--- src/rtl/alarm_pkg.sv ---
// Shared definitions for the alarm-time store: time word layout, field codes,
// edit FSM states and small helpers for packing and stepping time fields.
package alarm_pkg;

  localparam int HOUR_W = 5;
  localparam int MIN_W  = 6;
  localparam int SEC_W  = 6;
  localparam int TIME_W = HOUR_W + MIN_W + SEC_W;

  localparam logic [HOUR_W-1:0] HOUR_MAX = 5'd23;
  localparam logic [MIN_W-1:0]  MS_MAX   = 6'd59;

  localparam logic [2:0] FLD_HOUR  = 3'b001;
  localparam logic [2:0] FLD_MIN   = 3'b010;
  localparam logic [2:0] FLD_SEC   = 3'b011;
  localparam logic [2:0] FLD_MERID = 3'b100;
  localparam logic [2:0] FLD_EN    = 3'b101;

  typedef enum logic {
    ST_IDLE = 1'b0,
    ST_EDIT = 1'b1
  } state_t;

  typedef struct packed {
    logic [HOUR_W-1:0] hour;
    logic [MIN_W-1:0]  min;
    logic [SEC_W-1:0]  sec;
  } time_t;

  function automatic logic [TIME_W-1:0] pack_time(input time_t t);
    return {t.hour, t.min, t.sec};
  endfunction

  function automatic time_t unpack_time(input logic [TIME_W-1:0] w);
    time_t t;
    t.hour = w[TIME_W-1 -: HOUR_W];
    t.min  = w[SEC_W +: MIN_W];
    t.sec  = w[SEC_W-1:0];
    return t;
  endfunction

  // Wrap-around increment/decrement of a single field; fields never carry.
  function automatic logic [5:0] wrap_step(input logic [5:0] v, input logic [5:0] max,
                                           input logic up);
    if (up)
      return (v >= max) ? 6'd0 : v + 6'd1;
    else
      return (v == 6'd0) ? max : v - 6'd1;
  endfunction

endpackage

--- src/rtl/key_repeat.sv ---
// Turns a held, debounced key level into step pulses: one on press, then
// auto-repeat after REPEAT_DELAY held cycles and every REPEAT_RATE cycles after.
module key_repeat #(
  parameter int REPEAT_DELAY = 500,
  parameter int REPEAT_RATE  = 100,
  parameter int CNT_W        = 16
) (
  input  logic CLK,
  input  logic RESETN,
  input  logic KEY,
  input  logic INHIBIT,
  output logic STEP
);

  localparam logic [CNT_W-1:0] DELAY_T = CNT_W'(REPEAT_DELAY - 1);
  localparam logic [CNT_W-1:0] RATE_T  = CNT_W'(REPEAT_RATE - 1);

  logic             key_d;
  logic             repeating;
  logic [CNT_W-1:0] cnt;
  logic [CNT_W-1:0] target;
  logic             active;

  // The counter holds the number of earlier held cycles, so the press cycle sees 0.
  assign target = repeating ? RATE_T : DELAY_T;
  assign active = KEY && !INHIBIT;
  assign STEP   = active && (!key_d || (cnt == target));

  always_ff @(posedge CLK or negedge RESETN) begin
    if (!RESETN) begin
      key_d     <= 1'b0;
      repeating <= 1'b0;
      cnt       <= '0;
    end else begin
      key_d <= KEY;
      if (!active) begin
        repeating <= 1'b0;
        cnt       <= '0;
      end else if (cnt == target) begin
        repeating <= 1'b1;
        cnt       <= '0;
      end else begin
        cnt <= cnt + 1'b1;
      end
    end
  end

endmodule

--- src/rtl/alarm_set_bank.sv ---
// Multi-channel alarm-time store with a shadow-register editor, auto-repeating
// UP/DOWN keys and a 12/24h display mux.
module alarm_set_bank #(
  parameter int NUM_ALARMS   = 4,
  parameter int CH_W         = 2,
  parameter int REPEAT_DELAY = 500,
  parameter int REPEAT_RATE  = 100,
  parameter int CNT_W        = 16
) (
  input  logic                     CLK,
  input  logic                     RESETN,
  input  logic                     START,
  input  logic [CH_W-1:0]          SEL_CH,
  input  logic                     EDIT_EN,
  input  logic [2:0]               FIELD,
  input  logic                     UP,
  input  logic                     DOWN,
  input  logic                     COMMIT,
  input  logic                     CANCEL,
  input  logic                     FORMAT_12,
  output logic [NUM_ALARMS*17-1:0] ALARM_TIME,
  output logic [NUM_ALARMS-1:0]    ALARM_EN,
  output logic                     EDIT_BUSY,
  output logic [CH_W-1:0]          EDIT_CH,
  output logic [17:0]              DISP_TIME
);

  import alarm_pkg::*;

  localparam logic [CH_W:0] NUM_CH = (CH_W + 1)'(NUM_ALARMS);

  state_t               state, state_nxt;
  logic [TIME_W-1:0]    store [NUM_ALARMS];
  logic [NUM_ALARMS-1:0] en_q;
  time_t                shadow, shadow_nxt;
  logic                 shadow_en, shadow_en_nxt;
  logic [CH_W-1:0]      edit_ch;

  logic up_step, down_step, inhibit;
  logic sel_ok, open_edit, abort_edit, commit_edit, edit_step;

  assign inhibit = UP & DOWN;

  key_repeat #(.REPEAT_DELAY(REPEAT_DELAY), .REPEAT_RATE(REPEAT_RATE), .CNT_W(CNT_W)) u_up_key (
    .CLK(CLK), .RESETN(RESETN), .KEY(UP), .INHIBIT(inhibit), .STEP(up_step)
  );

  key_repeat #(.REPEAT_DELAY(REPEAT_DELAY), .REPEAT_RATE(REPEAT_RATE), .CNT_W(CNT_W)) u_down_key (
    .CLK(CLK), .RESETN(RESETN), .KEY(DOWN), .INHIBIT(inhibit), .STEP(down_step)
  );

  // CANCEL (or losing edit permission) takes priority over COMMIT.
  assign sel_ok      = ({1'b0, SEL_CH} < NUM_CH);
  assign open_edit   = (state == ST_IDLE) && START && EDIT_EN && sel_ok;
  assign abort_edit  = (state == ST_EDIT) && (CANCEL || !EDIT_EN);
  assign commit_edit = (state == ST_EDIT) && COMMIT && !abort_edit;
  assign edit_step   = (state == ST_EDIT) && !abort_edit && !COMMIT && (up_step || down_step);

  always_comb begin
    state_nxt = state;
    case (state)
      ST_IDLE: if (open_edit) state_nxt = ST_EDIT;
      ST_EDIT: if (abort_edit || commit_edit) state_nxt = ST_IDLE;
      default: state_nxt = ST_IDLE;
    endcase
  end

  always_ff @(posedge CLK or negedge RESETN) begin
    if (!RESETN) state <= ST_IDLE;
    else         state <= state_nxt;
  end

  // Shadow load on open, then field edits; up_step and down_step are never both set.
  always_comb begin
    shadow_nxt    = shadow;
    shadow_en_nxt = shadow_en;
    if (open_edit) begin
      shadow_nxt    = unpack_time(store[SEL_CH]);
      shadow_en_nxt = en_q[SEL_CH];
      if (shadow_nxt.hour > HOUR_MAX) shadow_nxt.hour = '0;
    end else if (edit_step) begin
      case (FIELD)
        FLD_HOUR:  shadow_nxt.hour = HOUR_W'(wrap_step(6'(shadow.hour), 6'(HOUR_MAX), up_step));
        FLD_MIN:   shadow_nxt.min  = wrap_step(shadow.min, MS_MAX, up_step);
        FLD_SEC:   shadow_nxt.sec  = wrap_step(shadow.sec, MS_MAX, up_step);
        FLD_MERID: if (FORMAT_12)
                     shadow_nxt.hour = (shadow.hour < 5'd12) ? shadow.hour + 5'd12
                                                             : shadow.hour - 5'd12;
        FLD_EN:    shadow_en_nxt = !shadow_en;
        default:   ;
      endcase
    end
  end

  always_ff @(posedge CLK or negedge RESETN) begin
    if (!RESETN) begin
      shadow    <= '0;
      shadow_en <= 1'b0;
      edit_ch   <= '0;
    end else begin
      shadow    <= shadow_nxt;
      shadow_en <= shadow_en_nxt;
      if (open_edit) edit_ch <= SEL_CH;
    end
  end

  always_ff @(posedge CLK or negedge RESETN) begin
    if (!RESETN) begin
      for (int i = 0; i < NUM_ALARMS; i++) store[i] <= '0;
      en_q <= '0;
    end else if (commit_edit) begin
      store[edit_ch] <= pack_time(shadow);
      en_q[edit_ch]  <= shadow_en;
    end
  end

  for (genvar g = 0; g < NUM_ALARMS; g++) begin : g_out
    assign ALARM_TIME[g*TIME_W +: TIME_W] = store[g];
  end

  assign ALARM_EN  = en_q;
  assign EDIT_BUSY = (state == ST_EDIT);
  assign EDIT_CH   = edit_ch;

  time_t             disp_src;
  logic              disp_pm;
  logic [HOUR_W-1:0] disp_hour;

  // 12h view: midnight/noon hour 0 is shown as 12.
  always_comb begin
    if (state == ST_EDIT)
      disp_src = shadow;
    else if (sel_ok)
      disp_src = unpack_time(store[SEL_CH]);
    else
      disp_src = '0;
    disp_pm   = 1'b0;
    disp_hour = disp_src.hour;
    if (FORMAT_12) begin
      disp_pm = (disp_src.hour >= 5'd12);
      if (disp_pm) disp_hour = disp_src.hour - 5'd12;
      if (disp_hour == '0) disp_hour = 5'd12;
    end
    DISP_TIME = {disp_pm, disp_hour, disp_src.min, disp_src.sec};
  end

endmodule

--- config.mk ---
export PLATFORM = sky130hd
export DESIGN_NAME = alarm_set_bank
export DESIGN_NICKNAME = d
export VERILOG_FILES = /design/src/rtl/alarm_pkg.sv /design/src/rtl/key_repeat.sv /design/src/rtl/alarm_set_bank.sv
export SDC_FILE = /design/constraint.sdc
export NUM_CORES = 1
export LEC_CHECK = 0
export ABC_CLOCK_PERIOD_IN_PS = 3190
export BUFFER_PORTS_ARGS = -buffer_cell sky130_fd_sc_hd__clkbuf_2
export CAP_MARGIN = 20
export CORE_ASPECT_RATIO = 1.5
export CORE_UTILIZATION = 38
export DETAILED_ROUTE_END_ITERATION = 10
export SLEW_MARGIN = 0
export SYNTH_ARGS = -nofsm -noshare
export SYNTH_HDL_FRONTEND = slang
export SYNTH_SLANG_ARGS = --single-unit
export TNS_END_PERCENT = 1
--- constraint.sdc ---
create_clock -name CLK -period 3.19 [get_ports CLK]
set_input_delay 0.4785 -clock CLK [delete_from_list [all_inputs] [get_ports CLK]]
set_output_delay 0.4785 -clock CLK [all_outputs]
set_load 0.01 [all_outputs]
# [Yosys cells after proc, flatten, opt, wreduce, memory -nomap -nowiden]
# Index checks and enable logic that the tools add are counted.
[totals] ff_bits=129 out_inout_bits=93
[op_classes] n_addsub=11 magnitude_cmp=12 n_eq_ne=10 muxes=50 n_bitwise=4 reduce_logical=39
[ops] operator="$mux W17" count=6
[ops] operator="$bwmux W68" count=1
[ops] operator="$mux W16" count=4
[ops] operator="$mux W5" count=10
[ops] operator="$mux W6" count=8
[ops] operator="$bmux W17 S2" count=1
[ops] operator="$demux W17 S2" count=1
[ops] operator="$add A16 B1 Y16 const B" count=2
[ops] operator="$eq A16 B16 Y1" count=2
[ops] operator="$mux W9" count=2
[ops] operator="$logic_and A1 B1 Y1" count=14
[ops] operator="$add A6 B1 Y6 const B" count=2
[ops] operator="$ge A6 B6 Y1 const B" count=2
[ops] operator="$logic_not A6 Y1" count=2
[ops] operator="$mux W1" count=12
[ops] operator="$sub A6 B1 Y6 const B" count=2
[ops] operator="$logic_not A5 Y1" count=2
[ops] operator="$pmux W5 S2" count=1
[ops] operator="$sub A5 B4 Y5 const B" count=2
[ops] operator="$reduce_bool A2 Y1" count=4
[ops] operator="$logic_not A1 Y1" count=7
[ops] operator="$eq A3 B2 Y1 const B" count=2
[ops] operator="$eq A3 B3 Y1 const B" count=2
[ops] operator="$ge A3 B3 Y1 const B" count=2
[ops] operator="24 further kinds" count=33

# [Logic depth before layout (Yosys ltp)]
# Gate-level depths: netlist of run 1.
[depth] depth_word=11 mapped_depth=10

# [Hierarchy]
# A second synthesis of run 1 with hierarchy kept.
[hier_totals] cells_unflattened=678 area_unflattened_um2=7279.5
[by_module_without_submodules] module="alarm_set_bank" n_inst=1 cells_per_inst=502 area_per_inst_um2=5450.2
[by_module_without_submodules] module="key_repeat" n_inst=2 cells_per_inst=88 area_per_inst_um2=914.6

# [Worst setup path after synthesis of run 1]
# Ideal clock, no wire load.
[synth_timing] path_type="in2out" startpoint="input SEL_CH[0]" endpoint="output DISP_TIME[15]" t_arrival_ps=2741 setup_slack_ps=-29 stages=10 path_cell_list="buf_2 mux4_2 mux2i_1 inv_1 ha_1 a41oi_1 a22o_1 nand2_1 mux2_2 a32oi_1"
[synth_between] elab_chain_len=11
[synth_lines] element="from (decl)" line_no="alarm_set_bank.sv:13" text="input logic [CH_W-1:0] SEL_CH,"
[synth_lines] element="$not A2 Y3 (not written as such) *" line_no="alarm_set_bank.sv:134" text="disp_src = unpack_time(store[SEL_CH]);"
[synth_lines] element="$bmux W17 S2 *" line_no="alarm_set_bank.sv:134"
[synth_lines] element="$mux W17 (not written as such) * (2 in a row)" line_no="alarm_set_bank.sv:134"
[synth_lines] element="$mux W17 *" line_no="alarm_set_bank.sv:131" text="if (state == ST_EDIT)"
[synth_lines] element="$sub A5 B4 Y5 or $ge A5 B4 Y1 (tied branches)" line_no="alarm_set_bank.sv:141, alarm_set_bank.sv:140"
[synth_lines] element="$mux W5" line_no="alarm_set_bank.sv:141" text="if (disp_pm) disp_hour = disp_src.hour - 5'd12;"
[synth_lines] element="$mux W5" line_no="alarm_set_bank.sv:139" text="if (FORMAT_12) begin"
[synth_lines] element="$logic_not A5 Y1" line_no="alarm_set_bank.sv:142" text="if (disp_hour == '0) disp_hour = 5'd12;"
[synth_lines] element="$mux W5" line_no="alarm_set_bank.sv:142"
[synth_lines] element="$mux W5 *" line_no="alarm_set_bank.sv:139"
[synth_lines] element="to (decl)" line_no="alarm_set_bank.sv:25" text="output logic [17:0] DISP_TIME"
# Mark *: on every way between the ends. The rest lies on a longest branch, timed or not. The select of a mux whose other input is x is not followed.

# [Final worst setup path of run 1]
[layout_timing] startpoint="register store, in the netlist ALARM_TIME[49]" endpoint="output DISP_TIME[15]"
[layout_between] elab_chain_len=10
[layout_lines] element="from (decl)" line_no="alarm_set_bank.sv:33" text="logic [TIME_W-1:0] store [NUM_ALARMS];"
[layout_lines] element="from (signal, indexed assignment)" line_no="alarm_set_bank.sv:112" text="store[edit_ch] <= pack_time(shadow);"
[layout_lines] element="$bmux W17 S2 *" line_no="alarm_set_bank.sv:134"
[layout_lines] element="$mux W17 (not written as such) * (2 in a row)" line_no="alarm_set_bank.sv:134"
[layout_lines] element="$mux W17 *" line_no="alarm_set_bank.sv:131"
[layout_lines] element="$sub A5 B4 Y5 or $ge A5 B4 Y1 (tied branches)" line_no="alarm_set_bank.sv:141, alarm_set_bank.sv:140"
[layout_lines] element="$mux W5" line_no="alarm_set_bank.sv:141"
[layout_lines] element="$mux W5" line_no="alarm_set_bank.sv:139"
[layout_lines] element="$logic_not A5 Y1" line_no="alarm_set_bank.sv:142"
[layout_lines] element="$mux W5" line_no="alarm_set_bank.sv:142"
[layout_lines] element="$mux W5 *" line_no="alarm_set_bank.sv:139"
# Marked as above.

==> results of run 1 <==
worst max-delay path: cells and delay by family, from the launching register on:
kind	cells	cell delay, ns
buf+inv	2	0.27
flops	1	0.40
simple gates	1	0.08
mux	3	0.94
fa+ha+maj	1	0.19
compound gates	3	0.51
power breakdown:
| group | switching [mW] | total (mW) | leakage, nW | internal (mW) |
|---|---|---|---|---|
| Combinational | 1.14 | 2.36 | 2.27 | 1.22 |
| Sequential | 0.483 | 2.42 | 1.73 | 1.94 |
| Clock | 0.754 | 1.85 | 0.266 | 1.09 |
| Total | 2.38 | 6.63 | 4.27 | 4.25 |
area by class of cell:
type | instances | area, um2 | area share, %
Timing Repair Buffer | 170 | 1026 | 11.26
Multi-Input combinational cell | 506 | 3915 | 42.97
Sequential cell | 129 | 3228 | 35.43
Tap cell | 252 | 315.3 | 3.461
Inverter | 18 | 67.56 | 0.7417
Clock buffer | 20 | 446.7 | 4.903
Clock inverter | 12 | 111.4 | 1.222
placed cells by master, fill, tap and decap left out, drive strengths merged, types with 4 or more instances in the layout:
cell | netlist | routed
dfrtp | 129 | 129
clkbuf | 38 | 124
mux2 | 93 | 93
nor2 | 72 | 72
buf | 7 | 66
nand2 | 57 | 57
o21ai | 41 | 41
nand3 | 32 | 32
mux4 | 20 | 20
xor2 | 19 | 19
inv | 18 | 19
a21oi | 14 | 14
xnor2 | 13 | 13
nand2b | 12 | 12
ha | 12 | 12
nand4 | 11 | 11
mux2i | 10 | 10
nor3 | 9 | 9
a31oi | 9 | 9
clkinv | 0 | 7
nor2b | 5 | 5
o31ai | 5 | 5
o21a | 4 | 4
nand3b | 4 | 4
nor4b | 4 | 4
o22ai | 4 | 4
how the worst max path moves through the flow:
stage	from	end	slack, ns	cells after the start
after floorplan	SEL_CH[0]	DISP_TIME[15]	0.06	10
after global placement	SEL_CH[0]	DISP_TIME[15]	0.1	11
after detailed placement	SEL_CH[0]	DISP_TIME[15]	0.02	11
after CTS	ALARM_TIME[14]	DISP_TIME[15]	-0.04	10
after global routing	ALARM_TIME[49]	DISP_TIME[15]	-0.15	10
final	ALARM_TIME[49]	DISP_TIME[15]	-0.09	10
cells in the mapped netlist (all sizes together) (3+ instances only):
| library cell | n |
|---|---|
| dfrtp | 129 |
| mux2 | 93 |
| nor2 | 72 |
| nand2 | 57 |
| o21ai | 41 |
| clkbuf | 38 |
| nand3 | 32 |
| mux4 | 20 |
| xor2 | 19 |
| inv | 18 |
| a21oi | 14 |
| xnor2 | 13 |
| ha | 12 |
| nand2b | 12 |
| nand4 | 11 |
| mux2i | 10 |
| a31oi | 9 |
| nor3 | 9 |
| buf | 7 |
| nor2b | 5 |
| o31ai | 5 |
| nand3b | 4 |
| nor4b | 4 |
| o21a | 4 |
| o22ai | 4 |
| a211o | 3 |
| a22o | 3 |
| and2 | 3 |
| and3 | 3 |
| nor4 | 3 |
| o211ai | 3 |
| o221ai | 3 |
| or2 | 3 |
metrics by stage:
stage                     setup slack [ns]  util (%)  area [um2]
final                             -0.08581     48.72        9110
after global routing               -0.1512     48.72        9110
after CTS                         -0.04084     48.37        9045
after detailed placement           0.01665     44.19        8263
after global placement             0.09913     44.19        8263
after floorplan                    0.05849         -        7338
cell families after synthesis:
family,count (synthesis)
simple gates,232
compound gates,107
mux,123
fa+ha+maj,12
flops,129
xor+xnor,32
buf+inv,63
registers in the layout, indices dropped and copies added, names as in the netlist:
signal                count
u_down_key.repeating      1
ALARM_TIME               68
u_down_key.cnt           16
EDIT_BUSY                 1
u_up_key.repeating        1
EDIT_CH                   2
shadow_en                 1
ALARM_EN                  4
u_down_key.key_d          1
shadow                   17
u_up_key.key_d            1
u_up_key.cnt             16
timing repair:
item	4_1_cts	5_1_grt
setup buffers	28	5
gates cloned	0	0
gates resized for setup	3	7
setup endpoints to repair	2	2
pin swaps	3	2
layer usage:
layer	track usage [%]	vias to the layer above	routed length (um)
li1	-	2809	-
met1	26.85	2997	8515
met2	35.49	166	10110
met3	3.505	40	848
met4	8.639	0	538
met5	0	-	0
==> metrics.txt, run 1 <==
input/output buffers=106; slack of the critical path=-0.08581 ns; Post-Synth XOR/XNOR Area=3.821%; Inst Count DP=1042; Synthesis Warnings=0; worst stage delay on the critical path=0.49 ns; Max stage delay cell, worst path=mux4_2; Synth area leaders=dfrtp_1, mux2_2, mux4_2, nor2_1, nand2_1; mux cell area share after synthesis=21.78%; Adder-Cell Fraction of Synth Area=2.047%; clk sinks=129; Mapped Cells=698; Initial Utilization=39.23%; die height=172.2 um; H-tree Lvls=4; Layout Cells excl Fill=1107; setup TNS=-0.1594 ns; CP Data Required Time=2.71 ns; Max transition margin=55.28%; DR vias=6012; final worst path period need=3.276 ns; CTS root buf=clkbuf_16; unrepaired setup endpoints after global routing=true; outcome=finished, violations left; clock skew=0.008554 ns; GR Overflow Total=0; VDD IR-drop max=0.3386 mV; area grow syn2layout=24.19%; commonest register cell after synthesis=dfrtp_1; CTS Hold Bufs=0; syn_area_per_cell=10.51 um2; Worst setup SP type=flop; f_max=305.3 MHz; synth unique cells=64; post-route ant nets=0; largest net degree at the start of global routing=47; vias in the first global route=6001; Routed WL per cell=18.08 um; Pleak=4.265 nW; register bit count reported by yosys=129; critical-path cell list=mux4_2, mux2i_1, inv_1, ha_4, a41oi_2, a22o_1, nand2_2, mux2_2, a32oi_1, buf_2; antenna violations before repair=0; Compound-Gate Fraction of Synth Area=9.500%; final hold violations=0; Reg clk slew, reported paths=0.06 ns; HPWL Detailed=13.95 mm; total CTS buffers=17; post-synthesis sequential area ratio=44.00%; Yosys top cell area share=44.00%; critical path data arrival time=2.80 ns; worst slew pin tran=0.6708 ns; Post-synth EDFFs=0; Cell Pwr Density=728.1 nW/um2; largest family of logic cells by synthesized area=multiplexers; DR vias/cell=5.431; diode count=0; CORE AREA=18700 um2; Critical Path End Type=output port; CTS tree=done; Placer Congestion=0.8402; Synth Cell Area=7336 um2; cells on worst reg2reg path=7; row cnt=61; first-pass GRT wire length=31.99 mm; clk_lat worst skew=0.41 ns; RR Endpoint=shadow[9]; global-route usage over all layers=21.13%; Synth area leader=dfrtp_1; Post-Synth Simple-Gate Area=15.52%; violated checks=setup timing; filler instances=1767; routed wire length=20.01 mm; r2r setup slk=0.40 ns; worst hold slack=0.06383 ns; syn_nets=724; post-layout net count=868; crit-path max FO=2; Setup Viol. Count Final=2; worst min path class=in -> async; I/O pins=107; Power, Total=6.633 mW; Die Span X=115.4 um; crit path kind=reg -> out; die area=19880 um2; DRC=0; worst r2r src=u_up_key.cnt[8]; CTS Buffer Depth=2; max-cap violation count=0; share of cells above drive strength 1=38.71%; Period Utilization, post-route=102.7%; drt initial violations=317; Async SR Flop Fraction=100.0%; Final Max Slew Viols=0; DR pass1 iterations=5
(Power assumes the default switching activity.)
==> run 2, diff against run 1 <==
--- a/config.mk
+++ b/config.mk
@@ -8,7 +8,6 @@
 export ABC_CLOCK_PERIOD_IN_PS = 3190
 export BUFFER_PORTS_ARGS = -buffer_cell sky130_fd_sc_hd__clkbuf_2
 export CAP_MARGIN = 20
-export CORE_ASPECT_RATIO = 1.5
 export CORE_UTILIZATION = 38
 export DETAILED_ROUTE_END_ITERATION = 10
 export SLEW_MARGIN = 0
==> metrics.txt, run 2 (synthesized netlist as in run 1, its figures left out) <==
Period Utilization, post-route=103.4% (+0.76 points); clk_lat worst skew=0.42 ns (about the same); Max transition margin=55.87% (+0.59 points); final worst path period need=3.300 ns (+0.02421 ns); f_max=303.0 MHz (-0.73%); Layout Cells excl Fill=1095 (-1.1%); slack of the critical path=-0.1100 ns (-0.02421 ns); crit path kind=reg -> out; Cell Pwr Density=742.2 nW/um2 (+1.9%); H-tree Lvls=4 (unchanged); post-layout net count=849 (-2.2%); Setup crit start=ALARM_TIME[66]; placed cell areas=8273 um2 (+0.12%); Routed WL per cell=17.13 um (-5.2%); clk sinks=129 (unchanged); Placer Congestion=0.8899 (+5.9%); DR pass1 iterations=5 (unchanged); GR Overflow Total=0 (unchanged); first-pass GRT wire length=30.29 mm (-5.3%); row cnt=50 (-18%); Reg clk slew, reported paths=0.06 ns (about the same); unrepaired setup endpoints after global routing=true; commonest cells after routing, fill and taps aside=dfrtp_1, clkbuf_2, mux2_2; HPWL Detailed=13.00 mm (-6.8%); share of cells above drive strength 1=37.25% (-1.5 points); drt initial violations=352 (+11%); I/O pins=107 (unchanged); CTS root buf=clkbuf_16; max reg flops=68 (unchanged); total CTS buffers=17 (unchanged); Inst Count DP=1050 (+0.77%); die height=140.9 um (-18%); CP Data Required Time=2.71 ns (about the same); antenna violations before repair=0 (unchanged); Setup Viol. Count Final=2 (unchanged); routed wire length=18.76 mm (-6.3%); worst r2r src=u_up_key.cnt[8]; worst min path class=in -> reg; DR vias/cell=5.242 (-3.5%); VDD IR-drop max=0.4955 mV (+46%); clock skew=0.007278 ns (-0.001276 ns); start point of the worst hold path=UP; CORE AREA=18830 um2 (+0.70%); CTS tree=done; violated checks=setup timing; filler instances=1747 (-1.1%); worst slew pin tran=0.6620 ns (-0.008790 ns); area grow syn2layout=23.35%; commonest non-fill, non-tap cell in the layout=dfrtp_1; outcome=finished, violations left; DRC=0 (unchanged); RR Endpoint=shadow[1]; die area=19860 um2 (about the same); Critical Path End Type=output port; Pleak=4.205 nW (-1.4%); dpl ws=0.01189 ns (-0.004753 ns); Die Span X=140.9 um (+22%); critical path data arrival time=2.82 ns (+0.02 ns); Final Max Slew Viols=0 (unchanged); r2r setup slk=0.41 ns (about the same); fin area=9049 um2 (-0.67%); DR vias=5740 (-4.5%); Worst setup SP type=flop; largest net degree at the start of global routing=69 (+47%); cells on worst reg2reg path=6 (-1); input/output buffers=106 (unchanged); worst hold slack=0.1991 ns (+0.1352 ns); CTS Buffer Depth=2 (unchanged); diode count=0 (unchanged); post-route ant nets=0 (unchanged); vias in the first global route=5703 (-5.0%); max-cap violation count=0 (unchanged); global-route usage over all layers=19.83% (-1.3 points); final hold violations=0 (unchanged); Critical Path Sink=DISP_TIME[15]; Initial Utilization=38.96% (-0.27 points); crit-path max FO=3 (+1)
==> run 2: cell types whose count changed in the layout (fill, tap and decap cells not counted), moves of 2 or more <==
cell and delta:
buf_4 -20, bufinv_16 +4, clkinv_4 -3, mux2i_2 +2
==> run 2: final cells by class <==
type	count	area, um2	share of cell area (%)
Inverter	18	67.56	0.7467
Multi-Input combinational cell	506	3908	43.18
Clock buffer	21	450.4	4.978
Sequential cell	129	3228	35.67
Tap cell	260	325.3	3.595
Clock inverter	10	183.9	2.033
Timing Repair Buffer	151	885.9	9.790
==> run 2: worst min path at each step <==
stage / end / slack (ns) / depth (start not counted)
2_1_floorplan: ALARM_EN[0] / 0.18 / 0
3_3_place_gp: u_up_key.cnt[9] / 0.43 / 1
3_5_place_dp: u_up_key.cnt[11] / 0.43 / 1
4_1_cts: u_up_key.key_d / 0.18 / 1
5_1_grt: u_up_key.key_d / 0.18 / 1
6_report: u_up_key.key_d / 0.20 / 1
==> run 2: critical path, stage by stage (launching register included) <==
cell and delay, ns:
dfrtp_1 0.38, mux4_2 0.51, mux2i_2 0.23, inv_2 0.08, ha_2 0.20, a41oi_2 0.16
a22o_1 0.20, nand2_2 0.07, mux2_2 0.27, a32oi_2 0.16, buf_2 0.15
==> run 2: per-layer routing <==
metal  GRT usage [%]  vias to the layer above  wire (um)
li1                -                     2772          -
met1           26.90                     2828       8890
met2           31.26                      120       8846
met3           3.499                       20        654
met4           8.467                        0        368
met5               0                        -          0
==> run 2: timing repair <==
action | in CTS | in global routing
hold buffers | 1 | 0
gates cloned | 0 | 0
hold endpoints to repair | 27 | 0
setup buffers | 10 | 3
gates resized for setup | 2 | 7
pin swaps | 3 | 2
endpoints found under the setup margin | 2 | 2
==> run 2: stage by stage <==
step                power (mW)  utilization [%]  setup TNS (ns)
finish                   6.716            48.05         -0.2043
floorplan                3.758                -               0
detailed placement       4.498            43.93               0
global placement         4.479            43.93               0
global route             7.122            48.05         -0.4396
CTS                      6.712            47.81         -0.1197
==> run 2: power breakdown <==
| group | switching (mW) | internal, mW |
|---|---|---|
| clock | 0.707 | 1.40 |
| sequential | 0.468 | 1.94 |
| combinational | 1.08 | 1.12 |
| total | 2.25 | 4.46 |
==> run 3, diff against run 2 <==
--- a/config.mk
+++ b/config.mk
@@ -8,8 +8,10 @@
 export ABC_CLOCK_PERIOD_IN_PS = 3190
 export BUFFER_PORTS_ARGS = -buffer_cell sky130_fd_sc_hd__clkbuf_2
 export CAP_MARGIN = 20
+export CORE_ASPECT_RATIO = 1.25
 export CORE_UTILIZATION = 38
 export DETAILED_ROUTE_END_ITERATION = 10
+export GPL_TIMING_DRIVEN = 0
 export SLEW_MARGIN = 0
 export SYNTH_ARGS = -nofsm -noshare
 export SYNTH_HDL_FRONTEND = slang
==> metrics.txt, run 3 (synthesized netlist as in run 1, its figures left out) <==
CTS Hold Bufs=0 (-1); drt initial violations=271 (-23%); worst r2r src=EDIT_BUSY; Die Span X=126.3 um (-10%); CTS root buf=clkbuf_16; I/O pins=107 (unchanged); clk sinks=129 (unchanged); critical-path cell list=mux4_2, mux2i_2, inv_2, ha_4, a41oi_2, a22o_1, nand2_2, mux2_4, a32oi_1, buf_2; Placer Congestion=0.8824 (-0.84%); total CTS buffers=17 (unchanged); Max stage delay cell, worst path=mux4_2; post-layout net count=869 (+2.4%); critical path data arrival time=2.83 ns (about the same); max reg flops=68 (unchanged); cells on worst reg2reg path=5 (-1); antenna violations before repair=0 (unchanged); diode count=0 (unchanged); vias in the first global route=5769 (+1.2%); CTS tree=done; final worst path period need=3.308 ns (+0.008317 ns); HPWL Detailed=13.96 mm (+7.4%); clk_lat worst skew=0.43 ns (about the same); area grow syn2layout=22.51%; crit path kind=reg -> out; DR pass1 iterations=5 (unchanged); Crit path max-delay family=multiplexers; CP Data Required Time=2.71 ns (about the same); Pleak=4.136 nW (-1.6%); CORE AREA=18850 um2 (about the same); max-cap violation count=0 (unchanged); routed wire length=19.84 mm (+5.8%); Max transition margin=34.74% (-21 points); worst stage delay on the critical path=0.53 ns (+0.02 ns); Period Utilization, post-route=103.7% (+0.26 points); Inst Count DP=1036 (-1.3%); clock skew=0.01011 ns (+0.002836 ns); outcome=finished, violations left; crit-path max FO=4 (+1); DR vias=5910 (+3.0%); post-route ant nets=0 (unchanged); global-route usage over all layers=20.69% (+0.86 points); Initial Utilization=38.92% (about the same); Worst setup SP type=flop; Final Max Slew Viols=0 (unchanged); die area=19870 um2 (about the same); slack of the critical path=-0.1183 ns (-0.008317 ns); f_max=302.3 MHz (-0.25%); dpl ws=-0.6318 ns (-0.6437 ns); RR Endpoint=ALARM_TIME[23]; DRC=0 (unchanged); Buf+Inv Stages, Crit Path=2 (unchanged); Setup Viol. Count Final=2 (unchanged); worst min path class=in -> async; Layout Cells excl Fill=1088 (-0.64%); worst hold slack=0.009671 ns (-0.1894 ns); GR Overflow Total=0 (unchanged); Critical Path End Type=output port; Power, Total=6.627 mW (-1.3%); commonest cells after routing, fill and taps aside=dfrtp_1, clkbuf_2, mux2_2; input/output buffers=105 (-0.94%); Cell Pwr Density=737.4 nW/um2 (-0.65%); commonest non-fill, non-tap cell in the layout=dfrtp_1; final hold violations=0 (unchanged); row cnt=56 (+12%); die height=157.3 um (+12%); share of cells above drive strength 1=34.46% (-2.8 points); violated checks=setup timing; CTS Buffer Depth=2 (unchanged); VDD IR-drop max=0.3924 mV (-21%); r2r setup slk=0.31 ns (-0.10 ns); largest net degree at the start of global routing=72 (+4.3%); worst slew pin tran=0.9753 ns (+0.3134 ns); Routed WL per cell=18.24 um (+6.4%); DR vias/cell=5.432 (+3.6%); H-tree Lvls=4 (unchanged); first-pass GRT wire length=31.43 mm (+3.8%); Reg clk slew, reported paths=0.06 ns (about the same); unrepaired setup endpoints after global routing=true
run 3: worst register-to-register path, cell delays in order, from the launching register on:
cell and delay (ns):
dfrtp_2 0.51, and4b_1 0.30, nand2_1 0.07, nor2_1 0.71
clkbuf_1 0.75, mux2_2 0.42
run 3: layer usage:
layer / GRT usage [%] / share of wire (%) / vias to the layer above
li1: - / - / 2817
met1: 26.37 / 45 / 2924
met2: 35.02 / 50 / 143
met3: 3.875 / 3.7 / 26
met4: 7.516 / 1.9 / 0
met5: 0 / 0 / -
run 3: how the worst max path moves through the flow:
stage                     cells after the start  slack [ns]        endpoint            from
after detailed placement                     12       -0.63   DISP_TIME[15]       SEL_CH[1]
final                                        10       -0.12   DISP_TIME[15]  ALARM_TIME[65]
after floorplan                              10        0.06   DISP_TIME[15]       SEL_CH[0]
after global routing                         10       -0.22   DISP_TIME[15]  ALARM_TIME[66]
after global placement                        1       -0.59  ALARM_TIME[18]          RESETN
after CTS                                    10       -0.09   DISP_TIME[15]  ALARM_TIME[65]
run 3: layout make-up:
cell class                 count  area [um2]
fill                        1791        9861
multi-input combinational    506        3897
sequential                   129        3229
timing repair buffer         127       719.4
clock buffer                  17       425.4
tap                          232       290.3
buffer                        44       198.9
clock inverter                15       158.9
inverter                      18       67.56
run 3: report_power, final:
group	switching, mW	internal (mW)	leakage [nW]
Sequential	0.276	1.94	1.73
Clock	0.784	1.15	0.268
Combinational	1.31	1.15	2.14
run 3: stage by stage:
stage                     utilization, %  setup TNS (ns)  instance area [um2]
final                              47.68         -0.1892                 8987
after global routing               47.68         -0.3899                 8987
after CTS                          47.42         -0.1337                 8937
after detailed placement           43.45          -2.527                 8190
after global placement             43.26          -76.23                 8154
after floorplan                        -               0                 7338
run 3: what timing repair did:
action,4_1_cts,5_1_grt
hold endpoints to repair,0,0
setup buffers,16,5
pin swaps,4,5
gates resized for setup,14,5
endpoints found under the setup margin,25,10
